**src/rtl/bus_pkg.sv**
```systemverilog
// Shared widths, FSM state encoding and response status codes for the bus initiator.
// Latency: none (declarations only).
// Backpressure: not applicable.
package bus_pkg;

    localparam int AW  = 8;
    localparam int DW  = 8;
    localparam int NCE = 2;

    typedef enum logic [1:0] {
        IDLE   = 2'd0,
        DECODE = 2'd1,
        WAIT   = 2'd2,
        RESP   = 2'd3
    } state_t;

    localparam logic [1:0] ERR_OK       = 2'b00;
    localparam logic [1:0] ERR_UNMAPPED = 2'b01;
    localparam logic [1:0] ERR_TIMEOUT  = 2'b10;

endpackage

```
**src/rtl/bus_timeout_counter.sv**
```systemverilog
// Clear/enable counter that saturates at LIMIT; tc flags the last count before LIMIT.
// Latency: count updates one cycle after en; tc is combinational from count.
// Backpressure: none; en simply stalls the count.
module bus_timeout_counter #(
    parameter int LIMIT = 15,
    parameter int CW    = $clog2(LIMIT + 1)
) (
    input  logic clk,
    input  logic rst,
    input  logic clr,
    input  logic en,
    output logic tc
);

    localparam logic [CW-1:0] MAX_CNT  = CW'(LIMIT);
    localparam logic [CW-1:0] LAST_CNT = CW'(LIMIT - 1);

    logic [CW-1:0] count;

    always_ff @(posedge clk) begin
        if (rst || clr) begin
            count <= '0;
        end else if (en && (count != MAX_CNT)) begin
            count <= count + 1'b1;
        end
    end

    // High while the current cycle is the last one allowed before the limit is reached.
    assign tc = (count == LAST_CNT);

endmodule

```
**src/rtl/bus_initiator.sv**
```systemverilog
// Single-outstanding bus master: request -> decode CE -> strobe until ACK or timeout -> response.
// Latency: accept to RSP_VALID is 2 (unmapped), ACK delay + 2 (mapped) or TIMEOUT + 2 cycles.
// Backpressure: RSP_VALID holds with stable data until RSP_READY; REQ_READY only in IDLE.
module bus_initiator #(
    parameter int AW      = bus_pkg::AW,
    parameter int DW      = bus_pkg::DW,
    parameter int NCE     = bus_pkg::NCE,
    parameter int TIMEOUT = 15
) (
    input  logic           CLK,
    input  logic           RST,
    input  logic           REQ_VALID,
    output logic           REQ_READY,
    input  logic [AW-1:0]  REQ_ADDR,
    input  logic           REQ_WRITE,
    input  logic [DW-1:0]  REQ_WDATA,
    output logic           RSP_VALID,
    input  logic           RSP_READY,
    output logic [DW-1:0]  RSP_RDATA,
    output logic [1:0]     RSP_ERR,
    output logic [AW-1:0]  ADDRESS,
    input  logic [NCE-1:0] CE,
    output logic           STB,
    output logic           WE,
    output logic [DW-1:0]  WDATA,
    input  logic           ACK,
    input  logic [DW-1:0]  RDATA
);

    import bus_pkg::*;

    state_t state, state_nxt;
    logic   to_tc;
    logic   ce_hit;

    assign ce_hit = |CE;

    bus_timeout_counter #(
        .LIMIT (TIMEOUT)
    ) u_timeout (
        .clk (CLK),
        .rst (RST),
        .clr (state == DECODE),
        .en  ((state == WAIT) && !ACK),
        .tc  (to_tc)
    );

    always_ff @(posedge CLK) begin
        if (RST) begin
            state <= IDLE;
        end else begin
            state <= state_nxt;
        end
    end

    always_comb begin
        state_nxt = state;
        case (state)
            IDLE:    if (REQ_VALID) state_nxt = DECODE;
            DECODE:  state_nxt = ce_hit ? WAIT : RESP;
            WAIT:    if (ACK || to_tc) state_nxt = RESP;
            RESP:    if (RSP_READY) state_nxt = IDLE;
            default: state_nxt = IDLE;
        endcase
    end

    always_comb begin
        REQ_READY = (state == IDLE);
        RSP_VALID = (state == RESP);
        STB       = (state == WAIT);
    end

    // Bus and response registers; ACK wins over a timeout landing in the same cycle.
    always_ff @(posedge CLK) begin
        if (RST) begin
            ADDRESS   <= '0;
            WE        <= 1'b0;
            WDATA     <= '0;
            RSP_RDATA <= '0;
            RSP_ERR   <= ERR_OK;
        end else begin
            case (state)
                IDLE: begin
                    if (REQ_VALID) begin
                        ADDRESS <= REQ_ADDR;
                        WE      <= REQ_WRITE;
                        WDATA   <= REQ_WDATA;
                    end
                end
                DECODE: begin
                    if (!ce_hit) begin
                        RSP_ERR   <= ERR_UNMAPPED;
                        RSP_RDATA <= '0;
                    end
                end
                WAIT: begin
                    if (ACK) begin
                        RSP_ERR   <= ERR_OK;
                        RSP_RDATA <= WE ? '0 : RDATA;
                    end else if (to_tc) begin
                        RSP_ERR   <= ERR_TIMEOUT;
                        RSP_RDATA <= '0;
                    end
                end
                RESP: begin
                    if (RSP_READY) WE <= 1'b0;
                end
                default: ;
            endcase
        end
    end

endmodule

```
**config.mk**
```make
export PLATFORM = sky130hd
export DESIGN_NAME = bus_initiator
export DESIGN_NICKNAME = d
export VERILOG_FILES = /design/src/rtl/bus_pkg.sv /design/src/rtl/bus_timeout_counter.sv /design/src/rtl/bus_initiator.sv
export SDC_FILE = /design/constraint.sdc
export NUM_CORES = 1
export LEC_CHECK = 0
export ABC_AREA = 1
export CELL_PAD_IN_SITES_DETAIL_PLACEMENT = 1
export CELL_PAD_IN_SITES_GLOBAL_PLACEMENT = 1
export CORE_MARGIN = 5
export CORE_UTILIZATION = 26
export DETAILED_ROUTE_END_ITERATION = 7
export HOLD_SLACK_MARGIN = 0.06
export PLACE_DENSITY_LB_ADDON = 0.1
export SLEW_MARGIN = 20
export SYNTH_ARGS = -nofsm -noshare
export SYNTH_HDL_FRONTEND = slang
export SYNTH_SLANG_ARGS = --single-unit
export TNS_END_PERCENT = 100
```
**constraint.sdc**
```tcl
create_clock -name CLK -period 1.4 [get_ports CLK]
set_input_delay 0.28 -clock CLK [delete_from_list [all_inputs] [get_ports CLK]]
set_output_delay 0.28 -clock CLK [all_outputs]
set_load 0.01 [all_outputs]
```
# Word level (Yosys, flattened, before mapping)
# Index checks and enable logic that the tools add are counted.
# op_classes
n_addsub	1
mul	0
n_div	0
n_lt_le_gt_ge	0
n_eq_ne	10
n_shift	0
muxes	17
n_bitwise	0
n_reduce_logical	13
# ops
cell	count
2-to-1 mux 8 bit	4
one-hot mux 8 bit (2 select lines)	1
2-to-1 mux 2 bit	6
AND reduction 3 bit	3
one-hot mux 2 bit (4 select lines)	1
adder 4 x 1 -> 4 bit, second input constant	1
== test 2 bit, second input constant	2
== test 4 bit, second input constant	1
!= test 2 x 1 -> 1 bit, second input constant	2
!= test 2 bit, second input constant	2
!= test 4 bit, second input constant	1
one-hot mux 2 bit (2 select lines)	1
nonzero test 2 bit	2
2-to-1 mux 1 bit	3
!= test 3 x 1 -> 1 bit, second input constant	1
== test 2 x 1 -> 1 bit, second input constant	1
logical AND 1 bit	2
zero test 2 bit	1
logical OR 1 bit	2
one-hot mux 1 bit (2 select lines)	1
AND reduction 2 bit	1
OR reduction 2 bit	1
zero test 1 bit	1
# word_totals
register_bits	33
latchBits	0
mem_bits_rw	0
romBits	0
in_bits	32
out_inout_bits	30
word_cells	48
n_memories	0

# Depth between registers and ports, before layout
# Gate-level depths: netlist of run 1.
# depth
ltp_word	4
mapped_depth	10
depth_no_buf	9

# Hierarchy
# A second synthesis of run 1 with hierarchy kept.
# unflattened
hier_cells	207
hier_area_um2	1503.9
# modules_own_cells
module	n_inst	cells_each	area_each_um2	seq_area_each_um2
bus_initiator	1	176	1261.2	580.6
bus_timeout_counter	1	31	242.7	80.1

# Worst setup path after synthesis of run 1
# No wires, ideal clock.
# synth_path
path_kind	register to register
from	register state[0]
to	register ADDRESS[0]
setup_ps	116
arrival_time_ps	1378
required_ps	1284
path_slack_ps	-94
path_stages_with_launch	8
path_cell_list	dfxtp_1 > inv_1 > ha_1 > nand2_1 > clkinv_1 > buf_2 > nor2_1 > nor2_1
# synth_between
elab_chain_cells	2
# synth_lines
element	line_no	rtl
from (decl)	bus_initiator.sv:32	state_t state, state_nxt;
from (signal assigned)	bus_initiator.sv:52	state <= state_nxt;
zero test 2 bit	n/a	
via REQ_READY	bus_initiator.sv:13	output logic REQ_READY,
AND reduction 2 bit (no source line)	n/a	
to (signal assigned)	bus_initiator.sv:76	ADDRESS <= '0;
to (signal assigned)	bus_initiator.sv:85	ADDRESS <= REQ_ADDR;
to (decl)	bus_initiator.sv:21	output logic [AW-1:0] ADDRESS,
# The timed path passes the listed nets, and every way through them passes these cells.
# A chain may end at the register's enable or synchronous reset.

# Worst setup path in the final report of run 1
# layout_path
from	register state[0]
to	register RSP_RDATA[4]
# layout_between
elab_chain_cells	3
word_cells_on_any_way	7
# layout_lines
element	line_no	rtl
== test 2 bit / == test 2 x 1 -> 1 bit (equally long branches)	bus_initiator.sv:82	case (state)
!= test 3 x 1 -> 1 bit (no source line) (tied with other cells)	n/a	
AND reduction 3 bit (no source line)	n/a	
to (signal assigned)	bus_initiator.sv:99	RSP_RDATA <= WE ? '0 : RDATA;
to (decl)	bus_initiator.sv:19	output logic [DW-1:0] RSP_RDATA,
# Several ways; a longest one is shown, not always the timed one.

==> results of run 1 <==
==> Yosys cell counts <==
master and number:
xor2_1 1, nor2_1 67, buf_2 1, a21oi_1 6
nand2_1 35, a21boi_0 1, buf_8 1, ha_1 7
dfxtp_1 33, o21ai_4 1, nand3_1 8, nand3_4 1
inv_1 31, nor2_4 1, clkbuf_8 1, clkbuf_1 2
nand2_2 2, o21ai_0 18, clkinv_1 1, nand3_2 1
nand2_4 1
==> flip-flops by register name, indices dropped and copies added (netlist names) <==
name and count:
ADDRESS 8, RSP_RDATA 8, WDATA 8, u_timeout.count 4, RSP_ERR 2, state 2
WE 1
==> final timing paths <==
path                                               from                         to
worst max-delay path              state[0]$_SDFFE_PP0P_  RSP_RDATA[4]$_SDFFE_PP0P_
worst min-delay path            RSP_ERR[1]$_SDFFE_PP0P_    RSP_ERR[1]$_SDFFE_PP0P_
worst max register to register    state[0]$_SDFFE_PP0P_  RSP_RDATA[4]$_SDFFE_PP0P_
worst min register to register  RSP_ERR[1]$_SDFFE_PP0P_    RSP_ERR[1]$_SDFFE_PP0P_
==> per-layer routing <==
metal  GRT usage (%)  part of all wire, %  wire length, um
met3           5.203                  8.4              377
met2           22.02                   48             2176
met1           14.16                   42             1904
met4           3.068                 0.85               38
met5               0                    0                0
==> stage by stage <==
| step | power (W) | cell area (sq um) |
|---|---|---|
| 2_1_floorplan | 0.002776 | 1564 |
| 3_3_place_gp | 0.003824 | 2367 |
| 5_1_grt | 0.005306 | 2532 |
| 6_report | 0.004887 | 2532 |
| 3_5_place_dp | 0.003870 | 2367 |
| 4_1_cts | 0.004916 | 2509 |
==> cells by family (layout without fill, tap and decap cells) <==
kind of cell | after synthesis | after routing | share of synthesized area [%]
AOI/OAI and AO/OA | 26 | 26 | 9.297
xor gates and xnor gates | 1 | 1 | 0.5660
adders and majority gates | 7 | 7 | 5.659
buffers and inverters | 37 | 119 | 10.43
DFF | 33 | 33 | 42.68
and+or+nand+nor | 116 | 117 | 31.37
==> critical path: cells and delay by family (launching register included) <==
kind          cells  cell delay (ns)
fa+ha+maj         1             0.16
buf+inv           3             0.23
flops             1             0.34
simple gates      6             0.56
==> power by group <==
group	total (W)	internal [W]	switching, W
Sequential	0.00136	0.00121	0.000145
Clock	0.000946	0.000581	0.000366
Combinational	0.00258	0.00118	0.00141
Total	0.00489	0.00297	0.00192
==> cell type report <==
cell class | count | area [sq um] | area share (%)
Timing Repair Buffer | 79 | 728.2 | 28.75
Clock buffer | 7 | 86.33 | 3.409
Sequential cell | 33 | 663.1 | 26.19
Multi-Input combinational cell | 151 | 807.0 | 31.87
Clock inverter | 1 | 30.03 | 1.186
Inverter | 32 | 123.9 | 4.891
Tap cell | 75 | 93.84 | 3.706
==> repair_timing <==
action,in CTS,in global routing
hold buffers,0,0
pin swaps,3,6
setup endpoints to repair,55,17
gates resized for setup,50,11
buffers inserted,1,0
cloned,1,0
==> results.yml, run 1 <==
routing:
  via_per_inst: 4.283
  dr.first_iter.drc_count: 38
  antenna_left: 0
  wl_per_cell_um: 11.89
  drc: 0
  routed_wl_um: 4496
  vias: 1619
  first_pass_iters: 4
worst_setup_path:
  cpMostUsedCell: "nand2_1"
  r2r_cells: 10
  path_max_fanout: 8
  critical_path.slowest_cell: "dfxtp_2"
  path_cells: "inv_2 > buf_6 > ha_4 > inv_4 > nor2_4 > nand2_4 > nand3_4 > nand2_1 > nand2_1 > nor2_1"
  critPathMaxStageDelay_ns: 0.34
  required_ns: 1.58
  critPathCaptureType: "flip-flop"
  crit_type: "flip-flop to flip-flop"
  cp-start-kind: "flip-flop"
  worstPathArrival_ns: 1.58
  ff2ff_setup_slack_ns: 0.004
placement:
  placedCellCount: 368
  preCtsSetupSlack_ns: -0.1971
  port_buffers: 61
  hpwl_um: 3378
  place_congestion: 0.7605
grt:
  grt_pass1_vias: 1614
  grt_max_degree: 17
  grt_pass1_wl_um: 7424
  overflow: 0
  grt_antenna_before_repair: 0
  grt.total_usage_pct: 12.58
die:
  die_h_um: 87.16
  start_util_pct: 26.45
  die_w_um: 87.16
  core_area_sq_um: 5851
  num_rows: 28
  dieArea_sq_um: 7596
  io_pins: 62
layout:
  drive_gt1_share_pct: 18.48
  layout_commonest_cell: "nor2_1"
  layout.nets: 341
  fin_util_pct: 43.28
  synthToLayoutAreaGrowth_pct: 63.62
  layout_common_cells: "nor2_1, dfxtp_1, clkdlybuf4s50_1"
  nFillCells: 746
  final_cells: 378
  n_antenna_cell: 0
logic_synthesis:
  synth_area_leaders: "dfxtp_1, nor2_1, nand2_1"
  synth-seq-cells: 33
  yosysUniqueCellTypes: 21
  synth_top_cell_area_share_pct: 42.68
  synth_nets: 259
  syn_avg_cell_area_sq_um: 7.035
  yosysTopAreaCell: "dfxtp_1"
  ys_warn_count: 0
  syn_inst: 220
  seq_area_frac_synth_pct: 42.68
  synth_area_sq_um: 1548
power:
  peakVddDrop_uv: 740.4
  powerDensity_nw_per_um2: 1930
  power_leakage_nw: 1.233
sta:
  fin_skew_ns: 0.005174
  worst_pin_slew_ns: 0.2293
  hold_viol_final: 0
  fmax_ghz: 0.7166
  final.period_utilization_pct: 99.68
  tns_ns: 0
  max-slew-margin-rel_pct: 84.65
  post-route-min-period_ns: 1.396
  rsz0062_at_grt: "yes"
  fin_ws_ns: 0.004498
  hold_slack_ns: 0.4508
  drv_slew: 0
  setup-violations-final: 0
clock_network:
  path_clk_slew_ns: 0.07
  clockRootBuffer: "clkbuf_8"
  numCtsBuffers: 5
  clockBufferDepth: 2
  htree_levels: 2
  clk-insertion-delay-late_ns: 0.28
  cts_tree: "done"
  clkSinkCount: 33
job:
  max_cap_viol_count: 0
hold_path:
  hold_path_class: "flip-flop to flip-flop"
  hold_depth: 2
run_status:
  status: "completed"
No activity file was read; power rests on OpenSTA's default activity.
==> inputs of run 2 (changes only) <==
ABC_AREA = 0   (was 1)
CORE_UTILIZATION = 27   (was 26)
==> results.yml, run 2 <==
run_status:
  status: "finished, violations left"
  violations: "setup timing"
worst_setup_path:
  cp-start-kind: "flip-flop"
  path_max_fanout: 5
  crit_type: "flip-flop to flip-flop"
  r2r_start: "u_timeout.count[0]$_SDFFE_PP0P_"
  critPathCaptureType: "flip-flop"
  cp-startpoint: "u_timeout.count[0]$_SDFFE_PP0P_"
  required_ns: 1.60
  worstPathArrival_ns: 1.70
layout:
  n_antenna_cell: 0
  layout_common_cells: "nand2_1, clkdlybuf4s50_1, dfxtp_1"
  drive_gt1_share_pct: 28.02
  layout.nets: 297
  final_cells: 327
  synthToLayoutAreaGrowth_pct: 73.32
  largestRegisters: "ADDRESS: 8 flops, RSP_RDATA: 8 flops, WDATA: 8 flops"
  layout_commonest_cell: "nand2_1"
job:
  max_cap_viol_count: 0
sta:
  max-slew-margin-rel_pct: 78.01
  worst_pin_slew_ns: 0.3293
  fmax_ghz: 0.6693
  post-route-min-period_ns: 1.494
  final.period_utilization_pct: 106.7
  hold_viol_final: 0
  setup-violations-final: 10
  fin_ws_ns: -0.09420
  fin_skew_ns: 0.006929
  rsz0062_at_grt: "yes"
  hold_slack_ns: 0.4536
  drv_slew: 0
logic_synthesis:
  synth-seq-cells: 33
  synthFlopType: "dfxtp_1"
  ys_warn_count: 0
  syn_avg_cell_area_sq_um: 8.552
  synth_top_cell_area_share_pct: 45.44
  synth_area_sq_um: 1454
  synth_edf_count: 0
  syn_inst: 170
  seq_area_frac_synth_pct: 45.44
  synth_area_leaders: "dfxtp_1, nand2_1, mux2i_1"
  synth.most_common_cell: "nand2_1"
  synthArstFlopShare_pct: 0
  synth_common_cells: "nand2_1, dfxtp_1, a21oi_1"
  yosysUniqueCellTypes: 32
  synth_nets: 209
  yosysTopAreaCell: "dfxtp_1"
placement:
  port_buffers: 61
  placedCellCount: 314
  hpwl_um: 3497
  place_congestion: 0.7116
  preCtsSetupSlack_ns: -0.2385
routing:
  drc: 0
  vias: 1505
  antenna_left: 0
  first_pass_iters: 4
  via_per_inst: 4.602
  wl_per_cell_um: 15.09
  dr.first_iter.drc_count: 31
  routed_wl_um: 4936
clock_network:
  path_clk_slew_ns: 0.07
  htree_levels: 2
  numCtsBuffers: 5
  clockBufferDepth: 2
  cts_tree: "done"
  hold_buffers: 0
  clk-insertion-delay-late_ns: 0.28
  clkSinkCount: 33
  clockRootBuffer: "clkbuf_8"
grt:
  grt_antenna_before_repair: 0
  grt_busiest_layer: "met2"
  met2_usage_pct: 24.34
  overflow: 0
  grt_pass1_vias: 1696
  use_met3_pct: 6.337
  use_met1_pct: 14.37
  grt_pass1_wl_um: 7817
  grt_max_degree: 18
  grt.total_usage_pct: 13.67
hold_path:
  hold_start: "WDATA[1]$_SDFFE_PP0P_"
  hold_path_class: "flip-flop to flip-flop"
die:
  die_h_um: 83.38
  num_rows: 26
  start_util_pct: 28.11
  dieArea_sq_um: 6952
  io_pins: 62
  core_area_sq_um: 5172
  die_w_um: 83.38
power:
  power_leakage_nw: 1.120
  peakVddDrop_uv: 574.9
  powerDensity_nw_per_um2: 1543
## run 2: layer usage
layer,vias to the layer above,part of all wire [%],routed length (um)
li1,745,-,-
met1,702,39,1945
met2,54,52,2583
met3,4,7.3,360
met4,0,0.93,46
met5,-,0,0
## run 2: final timing paths
| kind | endpoint | slack (ns) | cells after the start |
|---|---|---|---|
| worst max-delay path | RSP_RDATA[6]$_SDFFE_PP0P_ | -0.09 | 6 |
| worst min-delay path | WDATA[1]$_SDFFE_PP0P_ | 0.45 | 2 |
| worst max register to register | RSP_RDATA[6]$_SDFFE_PP0P_ | -0.09 | 6 |
| worst min register to register | WDATA[1]$_SDFFE_PP0P_ | 0.45 | 2 |
## run 2: power by group
| group | total (W) | internal [W] | leakage (nW) | switching (W) |
|---|---|---|---|---|
| clock | 0.000655 | 0.000327 | 0.0399 | 0.000328 |
| combinational | 0.00200 | 0.00107 | 0.808 | 0.000930 |
| sequential | 0.00123 | 0.00111 | 0.271 | 0.000123 |
| total | 0.00389 | 0.00251 | 1.12 | 0.00138 |
## run 2: through the flow
step,instance area [sq um],setup TNS [ns],util (%),total power [W]
2_1_floorplan,1459,-0.006176,-,0.002161
3_3_place_gp,2277,-2.459,44.03,0.002974
3_5_place_dp,2277,-3.582,44.03,0.003043
4_1_cts,2390,-0.4839,46.20,0.003731
5_1_grt,2520,-1.217,48.72,0.004153
6_report,2520,-0.4973,48.72,0.003889
## run 2: worst max-delay path, stage by stage, from the launching register on
cell	delay, ns
dfxtp_2	0.34
inv_2	0.04
ha_4	0.14
and3_4	0.18
o211ai_1	0.28
buf_4	0.23
mux2i_1	0.21
## run 2: what timing repair did
action	CTS	global route
gates resized for setup	60	22
buffers inserted	1	6
cloned	1	1
pin swaps	1	5
setup endpoints to repair	58	29
## run 2: cell type report
| class | count | area, sq um |
|---|---|---|
| sequential | 33 | 670.6 |
| timing repair buffer | 90 | 810.8 |
| clock buffer | 5 | 68.82 |
| tap | 70 | 87.58 |
| inverter | 7 | 28.78 |
| clock inverter | 1 | 5.005 |
| fill | 629 | 2653 |
| multi-input combinational | 121 | 848.3 |
## run 2: cells by family after synthesis
group,count (synthesis),synth area share (%)
buffers and inverters,16,5.767
multiplexers,10,6.885
AND/OR/NAND/NOR,72,22.29
AO/OA/AOI/OAI,32,13.60
flip-flops,33,45.44
adder cells (fa/ha/maj),7,6.024
==> inputs of run 3 (changes only) <==
CTS_CLUSTER_SIZE = 12   (was not set)
SETUP_SLACK_MARGIN = 0.15   (was not set)
SKIP_CTS_REPAIR_TIMING = 1   (was not set)
==> results.yml, run 3 (synthesis gave the netlist of run 2 again) <==
layout:
  final_cells: 319
  layout_commonest_cell: "nand2_1"
  fin_util_pct: 53.99
  drive_gt1_share_pct: 34.54
  nFillCells: 542
  largestRegisters: "ADDRESS: 8 flops, RSP_RDATA: 8 flops, WDATA: 8 flops"
  layout.nets: 287
  layout_common_cells: "nand2_1, clkdlybuf4s50_1, dfxtp_1"
  n_antenna_cell: 0
  fin_area_sq_um: 2793
  synthToLayoutAreaGrowth_pct: 92.08
grt:
  grt_busiest_layer: "met2"
  grt_antenna_before_repair: 0
  grt_pass1_wl_um: 7562
  use_met3_pct: 5.446
  overflow: 0
  grt_max_degree: 18
  use_met1_pct: 14.10
  grt_pass1_vias: 1610
  grt.total_usage_pct: 13.10
  met2_usage_pct: 23.25
power:
  power_w: 0.004416
  peakVddDrop_uv: 852.1
  powerDensity_nw_per_um2: 1581
  power_leakage_nw: 1.578
routing:
  antenna_left: 0
  vias: 1474
  via_per_inst: 4.621
  first_pass_iters: 3
  wl_per_cell_um: 16.32
  drc: 0
  routed_wl_um: 5205
  dr.first_iter.drc_count: 39
job:
  max_cap_viol_count: 0
placement:
  place_congestion: 0.7519
  placedCellCount: 307
  post_dp_cell_area_sq_um: 2295
  port_buffers: 61
  hpwl_um: 3524
  preCtsSetupSlack_ns: -0.2237
clock_network:
  clk-insertion-delay-late_ns: 0.28
  clkSinkCount: 33
  clockBufferDepth: 2
  htree_levels: 2
  clockRootBuffer: "clkbuf_8"
  cts_tree: "done"
  numCtsBuffers: 5
  path_clk_slew_ns: 0.07
die:
  num_rows: 26
  die_w_um: 83.38
  io_pins: 62
  dieArea_sq_um: 6952
  core_area_sq_um: 5172
  die_h_um: 83.38
  start_util_pct: 28.11
sta:
  fin_skew_ns: 0.005562
  max-slew-margin-rel_pct: 77.97
  fmax_ghz: 0.7057
  worst_pin_slew_ns: 0.3253
  rsz0062_at_grt: "yes"
  post-route-min-period_ns: 1.417
  final.period_utilization_pct: 101.2
  hold_viol_final: 0
  setup-violations-final: 4
  drv_slew: 0
  fin_ws_ns: -0.01703
worst_setup_path:
  path_max_fanout: 10
  crit_type: "flip-flop to flip-flop"
  cp-start-kind: "flip-flop"
  r2r_start: "u_timeout.count[0]$_SDFFE_PP0P_"
  required_ns: 1.61
  critPathCaptureType: "flip-flop"
  r2r_cells: 6
  r2r-end: "RSP_RDATA[4]$_SDFFE_PP0P_"
  cp-startpoint: "u_timeout.count[0]$_SDFFE_PP0P_"
  worstPathArrival_ns: 1.62
  ff2ff_setup_slack_ns: -0.02
hold_path:
  hold_path_class: "flip-flop to flip-flop"
  hold_depth: 2
  hold_end: "RSP_ERR[1]$_SDFFE_PP0P_"
  hold_start: "RSP_ERR[1]$_SDFFE_PP0P_"
run_status:
  status: "finished, violations left"
  violations: "setup timing"
[run 3: final cells by class]
cell class	instances	area [sq um]	area share (%)
Inverter	7	33.78	1.210
Timing Repair Buffer	80	908.4	32.53
Sequential cell	33	673.1	24.10
Clock buffer	8	111.4	3.987
Multi-Input combinational cell	121	978.4	35.04
Tap cell	70	87.58	3.136
[run 3: worst max path at each step]
stage	to	slack, ns
2_1_floorplan	RSP_ERR[0]$_SDFFE_PP0P_	0.13
3_5_place_dp	RSP_RDATA[4]$_SDFFE_PP0P_	-0.22
6_report	RSP_RDATA[4]$_SDFFE_PP0P_	-0.02
5_1_grt	RSP_RDATA[4]$_SDFFE_PP0P_	-0.09
4_1_cts	RSP_VALID	-0.34
3_3_place_gp	RSP_ERR[0]$_SDFFE_PP0P_	-0.14
[run 3: layer usage]
metal / vias to the layer above / share of wire (%) / routed length (um)
met5: - / 0 / 0
li1: 725 / - / -
met3: 7 / 5.5 / 285
met1: 695 / 42 / 2173
met2: 47 / 51 / 2669
met4: 0 / 1.5 / 76
[run 3: worst max-delay path, stage by stage (launching register included)]
cell	delay, ns
dfxtp_4	0.37
inv_2	0.05
ha_4	0.15
and3_4	0.15
o211ai_1	0.22
buf_6	0.20
mux2i_1	0.21
[run 3: per-stage QoR]
stage | hold WS [ns] | setup TNS, ns
global placement | 0.4404 | -1.704
global route | 0.4855 | -0.6304
CTS | 0.4583 | -2.814
finish | 0.4608 | -0.03655
floorplan | 0.4160 | 0
detailed placement | 0.4473 | -3.427
[run 3: where the power goes]
part           switching, W  internal (W)
logic               0.00107       0.00125
registers          0.000128       0.00112
clock network      0.000342      0.000508
==> RTL change (config.mk and constraints of run 1) <==
`DW`: 8 -> 6.
--- a/src/rtl/bus_pkg.sv
+++ b/src/rtl/bus_pkg.sv
@@ -4,7 +4,7 @@
 package bus_pkg;
 
     localparam int AW  = 8;
-    localparam int DW  = 8;
+    localparam int DW  = 6;
     localparam int NCE = 2;
 
     typedef enum logic [1:0] {
Interface: changed (resized RDATA, REQ_WDATA, RSP_RDATA and WDATA); port bits go from 62 to 54. The function was not compared with the original's and may differ.
==> RTL change against run 1 <==
Setup slack improved by 0.036 ns. Critical path depth fell by 7. Area after synthesis shrank 13%. Core utilization down 0.53 points. Clock power fell by 28%. Wire length fell by 14%. Non-clock buffer count decreased by 16. Power decreased by 19%. Design area shrank 14%. Largest power group unchanged. Critical endpoint is now RSP_VALID. Die area shrank 12%. Sequential cell count fell by 4. Count of clock-buffer cells in the layout unchanged. Clock skew down 0.0025 ns.
==> RTL change: results (changes against run 1) <==
The peak supply drop is 737 uV (-0.46%), and the proportion of layout cells with a drive suffix above 1 is 17.1% (-1.4 points). The final clock skew was 0.00269 ns (-0.00249 ns); the synthesized instance count was 192 (-13%). In this run the critical register-to-register path is captured at state[0]$_SDFFE_PP0P_. The logs give 19.0% (-3.0 points) for the met2 layer usage reported by global route and 14.7% (+0.57 points) for the met1 routing resource usage after global routing. The tools report the part of the Yosys area used for sequential elements as 43.2% (+0.52 points). The count of fill cells added during filler insertion came out at 649 (-13%). The post-synthesis net count was 227 (-12%); the detail-routed net length per standard cell was 11.8 microns (-0.93%). After synthesis, the cell types taking the most area are dfxtp_1 (43%), nor2_1 (16%), nand2_1 (7.8%). The via count was 1359 (-16%).

The count of input and output buffers is 53 (-13%), and the register-to-register setup slack is 0.06 ns (+0.06 ns). For the maximum number of pins on one net before global-route repair, the log shows 22 (+5). The most critical setup path has its endpoint at RSP_VALID. The logs give 0.442 ns (-0.00890 ns) for the worst hold slack and 3870 microns (-14%) for the total wirelength of the detailed-routed design. The total leakage power is 1.04 nW (-16%). The final instance area was 2170 sq um (-14%).

The net total in the final layout is 293 (-14%). For the first-pass GRT wire length, the log shows 5940 microns (-20%). For the placement-stage worst setup slack, the log shows -0.0744 ns (+0.123 ns).

Met3 track demand over resource in global routing: 3.07% (-2.1 points). The largest registers in the layout are ADDRESS x8, RSP_RDATA x6, WDATA x6. Cell total after placement: 320 (-13%). Ranked by instance count, the synthesized netlist is headed by nor2_1 (58), dfxtp_1 (29), nand2_1 (28), inv_1 (27), o21ai_0 (17). The initial detailed-routing violation count was 28 (-26%); the highest fanout seen on the critical path was 3 (-5). For the sum of routed wire segments on met1, the log shows 1770 microns (-7.0%). The logs give 178 microns (-53%) for the met3 routed wirelength and 19 (-9.5%) for the distinct cell type count after synthesis.

The logs give 52.3% (-0.6 points) for the part of the total power dissipated in combinational logic and 1.21 mW (-11%) for the sequential logic power. The run gives 11.8% (-0.82 points) as the global-route total usage across every layer. The setup fix buffers added after clock tree synthesis came out at 0 (-1). For the power consumed by combinational cells, the log shows 2.08 mW (-19%).

The tools report the total met2 wirelength after detailed routing as 1860 microns (-14%). For the top achievable clock speed, the log shows 0.736 GHz (+2.7%). The run finished with clean final reports. The max-slew headroom at the worst pin is 80.5% (-4.1 points), and the half-perimeter wire length after placement is 2890 microns (-14%). For the routability-driven placement congestion ratio, the log shows 0.749 (-1.5%).
[RTL change: layout make-up]
| type | instances | share of cell area (%) |
|---|---|---|
| multi-input cells | 132 | 33.3 |
| flip-flops and latches | 29 | 27.0 |
| repair buffers | 63 | 26.9 |
| inverters | 27 | 4.79 |
| well taps | 70 | 4.04 |
| clock buffers | 7 | 3.98 |
[RTL change: kinds of logic after synthesis]
kind of cell,count (synthesis),synth area share [%]
flip-flops,29,43.2
XOR/XNOR,1,0.652
buffers and inverters,32,9.87
AO/OA/AOI/OAI,26,10.1
adder cells (fa/ha/maj),7,6.52
AND/OR/NAND/NOR,97,29.6
[RTL change: what timing repair did]
item | 4_1_cts | 5_1_grt
cloned | 0 | 1
resized for setup | 41 | 23
pin swaps | 1 | 3
setup endpoints to repair | 54 | 29
[RTL change: critical path: cells and delay by family (launching register included)]
family / cells / cell delay [ns]
adders and majority gates: 1 / 0.18
DFF: 1 / 0.33
buffers and inverters: 2 / 0.29
